<file path="src/rtl/booth_pkg.sv">
// Shared types and helpers for the radix-4 Booth multiplier: FSM states,
// Booth digit kinds, and the digit-count calculation.
package booth_pkg;

  typedef enum logic [1:0] {
    IDLE,
    CALC,
    DONE
  } state_e;

  typedef enum logic [2:0] {
    DIG_Z,
    DIG_P1,
    DIG_P2,
    DIG_M1,
    DIG_M2
  } digit_e;

  // Radix-4 digits per operation; the two guard bits cover unsigned operands.
  function automatic int booth_ndig(input int width);
    return (width + 2) / 2;
  endfunction

  // Overlapping 3-bit multiplier group {b[2i+1], b[2i], b[2i-1]} to digit.
  function automatic digit_e booth_decode(input logic [2:0] grp);
    digit_e d;
    case (grp)
      3'b001, 3'b010: d = DIG_P1;
      3'b011:         d = DIG_P2;
      3'b100:         d = DIG_M2;
      3'b101, 3'b110: d = DIG_M1;
      default:        d = DIG_Z;
    endcase
    return d;
  endfunction

endpackage

</file>
<file path="src/rtl/booth_r4_digit_sel.sv">
// Combinational Booth multiple select: group + extended multiplicand to the
// signed multiple in {0, +M, +2M, -M, -2M}.
module booth_r4_digit_sel
  import booth_pkg::*;
#(
  parameter int WIDTH = 8
) (
  input  logic [2:0]       grp,
  input  logic [WIDTH+1:0] mcand,
  output logic [WIDTH+2:0] mult
);

  logic [WIDTH+2:0] m1;
  logic [WIDTH+2:0] m2;

  assign m1 = {mcand[WIDTH+1], mcand};
  assign m2 = {mcand, 1'b0};

  always_comb begin
    mult = '0;
    case (booth_decode(grp))
      DIG_P1:  mult = m1;
      DIG_P2:  mult = m2;
      DIG_M1:  mult = -m1;
      DIG_M2:  mult = -m2;
      default: mult = '0;
    endcase
  end

endmodule

</file>
<file path="src/rtl/booth_r4_mult.sv">
// Sequential radix-4 Booth multiplier, signed or unsigned per operation,
// with valid/ready handshakes on both the operand and product sides.
//
// state | meaning
// IDLE  | in_ready high, waiting for an operand pair
// CALC  | retiring two multiplier bits per cycle, NDIG cycles
// DONE  | product held with out_valid until out_ready
module booth_r4_mult
  import booth_pkg::*;
#(
  parameter int WIDTH = 8
) (
  input  logic                 clk,
  input  logic                 rst,
  input  logic                 in_valid,
  output logic                 in_ready,
  input  logic [WIDTH-1:0]     a,
  input  logic [WIDTH-1:0]     b,
  input  logic                 is_signed,
  output logic                 out_valid,
  input  logic                 out_ready,
  output logic [2*WIDTH-1:0]   product,
  output logic                 busy
);

  localparam int NDIG = booth_ndig(WIDTH);
  localparam int CW   = $clog2(NDIG + 1);
  localparam int AW   = 2 * WIDTH + 4;

  generate
    if (WIDTH < 4 || (WIDTH % 2) != 0) begin : g_bad_width
      $error("booth_r4_mult: WIDTH must be even and >= 4");
    end
  endgenerate

  state_e           state;
  logic [WIDTH+1:0] mcand;
  logic [WIDTH+2:0] mplier;
  logic [AW-1:0]    acc;
  logic [AW-1:0]    acc_next;
  logic [AW-1:0]    addend;
  logic [WIDTH+2:0] mult;
  logic [CW-1:0]    cnt;
  logic [WIDTH+1:0] a_ext;
  logic [WIDTH+1:0] b_ext;

  assign a_ext = {{2{is_signed & a[WIDTH-1]}}, a};
  assign b_ext = {{2{is_signed & b[WIDTH-1]}}, b};

  booth_r4_digit_sel #(.WIDTH(WIDTH)) u_sel (
    .grp   (mplier[2:0]),
    .mcand (mcand),
    .mult  (mult)
  );

  // Accumulator arithmetic is modular; the extra headroom keeps the low
  // 2*WIDTH bits exact for both signed and unsigned full-range operands.
  always_comb begin
    addend   = {{(AW-WIDTH-3){mult[WIDTH+2]}}, mult} << {cnt, 1'b0};
    acc_next = acc + addend;
  end

  always_ff @(posedge clk) begin
    if (rst) begin
      state     <= IDLE;
      in_ready  <= 1'b1;
      out_valid <= 1'b0;
      busy      <= 1'b0;
      product   <= '0;
      cnt       <= '0;
      acc       <= '0;
      mcand     <= '0;
      mplier    <= '0;
    end else begin
      case (state)
        IDLE: begin
          if (in_valid && in_ready) begin
            mcand    <= a_ext;
            mplier   <= {b_ext, 1'b0};
            acc      <= '0;
            cnt      <= '0;
            in_ready <= 1'b0;
            busy     <= 1'b1;
            state    <= CALC;
          end
        end
        CALC: begin
          acc    <= acc_next;
          mplier <= {{2{mplier[WIDTH+2]}}, mplier[WIDTH+2:2]};
          cnt    <= cnt + 1'b1;
          if (cnt == CW'(NDIG - 1)) begin
            product   <= acc_next[2*WIDTH-1:0];
            out_valid <= 1'b1;
            state     <= DONE;
          end
        end
        DONE: begin
          if (out_ready) begin
            out_valid <= 1'b0;
            busy      <= 1'b0;
            in_ready  <= 1'b1;
            state     <= IDLE;
          end
        end
        default: state <= IDLE;
      endcase
    end
  end

endmodule

</file>
<file path="config.mk">
export PLATFORM = sky130hd
export DESIGN_NAME = booth_r4_mult
export DESIGN_NICKNAME = d
export VERILOG_FILES = /design/src/rtl/booth_pkg.sv /design/src/rtl/booth_r4_digit_sel.sv /design/src/rtl/booth_r4_mult.sv
export SDC_FILE = /design/constraint.sdc
export NUM_CORES = 1
export LEC_CHECK = 0
export BUFFER_PORTS_ARGS = -buffer_cell sky130_fd_sc_hd__buf_4
export CAP_MARGIN = 5
export CORE_MARGIN = 3
export CORE_UTILIZATION = 44
export DETAILED_ROUTE_END_ITERATION = 7
export PLACE_DENSITY = 0.72
export SLEW_MARGIN = 20
export SYNTH_ARGS = -nofsm -noshare
export SYNTH_HDL_FRONTEND = slang
export SYNTH_SLANG_ARGS = --single-unit
</file>
<file path="constraint.sdc">
create_clock -name clk -period 8.5 [get_ports clk]
set_clock_uncertainty 0.1 [all_clocks]
set_input_delay 2.125 -clock clk [delete_from_list [all_inputs] [get_ports clk]]
set_output_delay 2.125 -clock clk [all_outputs]
set_load 0.005 [all_outputs]
</file>
==> results.py <==
metrics = {
    "run_status": {
        "status": "completed",
    },
    "route": {
        "via_per_inst": 5.74,
        "drt_wl_total_um": 10400,
        "drtPass1Iterations": 4,
        "ant_nets": 0,
        "dr.first_iter.drc_count": 222,
        "route.detailed.drc": 0,
        "avgRoutedWirePerCell_um": 15.3,
        "dr_total_vias": 3916,
    },
    "cells_and_area": {
        "syn2layout_area_growth_pct": 11.8,
        "finalNonFillerCells": 682,
        "n_antenna_cell": 0,
        "drive_gt1_share_pct": 13.4,
        "nets": 609,
        "fillerInstances": 876,
        "multi_input_area_mm2": 0.00261,
        "seq_area_mm2": 0.00120,
    },
    "setup_path": {
        "reg2reg_depth": 18,
        "cp_cell_sequence": "inv_1, ha_1, nor4b_4, a21boi_0, xor2_1, a221o_1, a31oi_1, nor2_1, a21oi_1, a21oi_1, ha_1, and3_1, o2111ai_1, o2bb2ai_1, o41ai_1, o21ai_0, nand4b_1, nand3_1",
        "cp-start-kind": "flip-flop",
        "cp_max_fo": 8,
        "r2r_start": "mcand[0]",
        "r2r-end": "product[15]",
        "critical_path.max_stage_delay_ns": 0.49,
        "path_class": "flip-flop to flip-flop",
        "crit_arrival_ns": 4.75,
        "cp.required_ns": 8.68,
        "critPathCaptureType": "flip-flop",
        "slowest_stage": "o41ai_1",
        "rrSetupSlack_ns": 3.93,
    },
    "cts": {
        "clkSlewWorstSetupHoldPaths_ns": 0.07,
        "cts_tree": "yes",
        "worstSkewPairLatency_ns": 0.35,
        "cts_root_buffer": "clkbuf_8",
        "cts_hold_buf": 0,
        "htree_num_levels": 3,
        "cts_max_path_buffers": 2,
        "clock-sinks": 60,
        "numCtsBuffers": 9,
        "cts_setup_buffers": 0,
        "ctsResizeCount": 0,
    },
    "power_and_ir_drop": {
        "pwr_density_cell_mw_per_mm2": 169,
        "totalPowerFinal_w": 0.000769,
        "ir_drop_mv": 0.120,
        "leakagePower_nw": 1.85,
    },
    "floorplan": {
        "io_pins": 40,
        "core_area_mm2": 0.00885,
        "die_width_um": 102,
        "row_count": 34,
        "dieArea_mm2": 0.0104,
        "die_h_um": 102,
        "initial_core_util_pct": 45.9,
    },
    "timing": {
        "hold_viol_final": 0,
        "layout_min_cycle_time_ns": 4.57,
        "tns_ns": 0,
        "period_share_pct": 53.7,
        "max_freq_mhz": 219,
        "grt_setup_unrepaired": "no",
        "setup_slack_ns": 3.93,
        "relSlewSlack_pct": 30.6,
        "worst_slew_pin_slew_ns": 1.04,
        "setup_viol": 0,
        "holdWs_ns": 0.352,
        "final_max_slew_viol_count": 0,
    },
    "grt": {
        "grt_pass1_vias": 3627,
        "grt_pass1_wl_um": 17300,
        "grt.overflow.total": 0,
        "groute.usage.overall_pct": 20.7,
        "grt_max_degree": 62,
        "antenna_found_initial": 0,
    },
    "flow_run": {
        "maxCapViolCount": 0,
    },
    "hold_path": {
        "hp-class": "flip-flop to flip-flop",
        "worstHoldEndpoint": "mplier[10]",
        "hold_depth": 2,
        "min_from": "mplier[10]",
    },
    "logic_synthesis": {
        "synth_seq_cells": 60,
        "synth.yosys.seq_area_share_pct": 29.6,
        "syn_area_per_cell_um2": 7.31,
        "synthArstFlopShare_pct": 0,
        "ys_warn_count": 0,
        "synth_fp_nets": 596,
        "syn-cell-area_mm2": 0.00406,
        "synth_cells": 556,
        "synth.distinct_cells": 65,
        "synth_edf_count": 0,
        "synth-main-ff-cell": "dfxtp_1",
    },
    "placement": {
        "gp_congestion": 0.969,
        "io_buffers": 39,
        "pre_cts_ws_ns": 3.95,
        "dpl.cell_count": 666,
        "hpwl_um": 7640,
    },
}
-- critical path, delay by kind of cell, from the launching register on --
family	cells	cell delay, ns
AO/OA/AOI/OAI	9	2.06
adder cells (fa/ha/maj)	2	0.58
AND/OR/NAND/NOR	5	1.08
flip-flops	1	0.42
buffers and inverters	1	0.10
XOR/XNOR	1	0.18
-- layout by cell type (no fill, tap or decap), types with 6 or more instances in the layout --
| master | netlist | routed |
|---|---|---|
| nor3_1 | 9 | 8 |
| ha_1 | 18 | 18 |
| mux2i_1 | 6 | 6 |
| xnor2_1 | 14 | 14 |
| a21o_1 | 6 | 6 |
| a311oi_1 | 7 | 7 |
| clkbuf_8 | 0 | 11 |
| nor2_1 | 51 | 51 |
| nand3_1 | 22 | 22 |
| a21oi_1 | 72 | 72 |
| nand2_1 | 107 | 107 |
| o21ai_0 | 25 | 25 |
| buf_4 | 0 | 42 |
| a31oi_1 | 9 | 9 |
| inv_1 | 18 | 18 |
| dfxtp_1 | 60 | 60 |
-- through the flow --
stage,instance area (um2),utilization [%]
finish,4540,51.4
global route,4540,51.4
CTS,4540,51.4
detailed placement,4330,49.0
global placement,4330,49.0
floorplan,4060,-
-- state kept, by name, indices dropped and copies added, names as in the netlist --
name,flops
acc,16
busy,1
cnt,3
in_ready,1
mcand,9
mplier,11
out_valid,1
product,16
state,2
-- how the worst max path moves through the flow --
stage,from,to,slack [ns],cells past startpoint
after CTS,mcand[0],product[15],3.88,18
after detailed placement,mcand[0],product[15],3.95,18
final,mcand[0],product[15],3.93,18
after global placement,mcand[0],product[15],4.05,18
after floorplan,mcand[0],acc[15],4.64,19
after global routing,mcand[0],product[15],3.42,18
-- final cells by class --
class	instances	share of cell area (%)
multi-input combinational	436	57.4
sequential	60	26.4
timing repair buffer	42	6.94
clock buffer	11	3.33
tap	108	2.97
inverter	20	1.65
clock inverter	5	1.32
-- kinds of logic after synthesis --
kind of cell	count (synthesis)	synth area share, %
compound gates	165	25.5
mux	10	3.14
flops	60	29.6
simple gates	222	24.9
fa+ha+maj	19	6.03
buf+inv	60	6.43
xor+xnor	20	4.50
-- synth_stat cells (2+ instances only) --
library cell	instances	share of area, %
a211o_1	2	0.43
a211oi_1	4	0.74
a21boi_0	4	0.74
a21o_1	6	1.1
a21oi_1	72	8.9
a221o_1	2	0.49
a221oi_1	3	0.65
a22oi_1	2	0.37
a2bb2oi_1	2	0.43
a311oi_1	7	1.5
a31oi_1	9	1.4
and3_1	5	0.77
buf_1	4	0.37
buf_2	5	0.62
buf_6	4	1.1
clkbuf_1	27	2.5
clkinv_1	2	0.18
dfxtp_1	60	30
ha_1	18	5.5
inv_1	18	1.7
mux2_2	2	0.55
mux2i_1	6	1.5
mux4_2	2	1.1
nand2_1	107	9.9
nand2b_1	2	0.31
nand3_1	22	2.7
nand3b_1	3	0.55
nand4b_1	2	0.43
nor2_1	51	4.7
nor2b_1	3	0.46
nor3_1	9	1.1
nor4_1	2	0.31
o211ai_1	4	0.74
o21a_1	4	0.74
o21ai_0	25	3.1
o21bai_1	4	0.74
o31ai_1	2	0.37
o41ai_1	2	0.43
or2_2	4	0.62
or3_1	2	0.31
xnor2_1	14	3.0
xor2_1	5	1.1
-- metal layers --
layer / global-route usage [%] / vias to the layer above / wire length [um]
met5: 0 / - / 0
li1: - / 1980 / -
met4: 7.27 / 0 / 155
met2: 33.1 / 90 / 4770
met3: 3.75 / 11 / 381
met1: 28.1 / 1835 / 5100
-- power by group --
group	switching [W]	internal (W)	total [W]
Sequential	0.0000216	0.000294	0.000316
Clock	0.000118	0.000152	0.000270
Combinational	0.000110	0.0000742	0.000184
Total	0.000249	0.000520	0.000769
(Power assumes the default switching activity.)
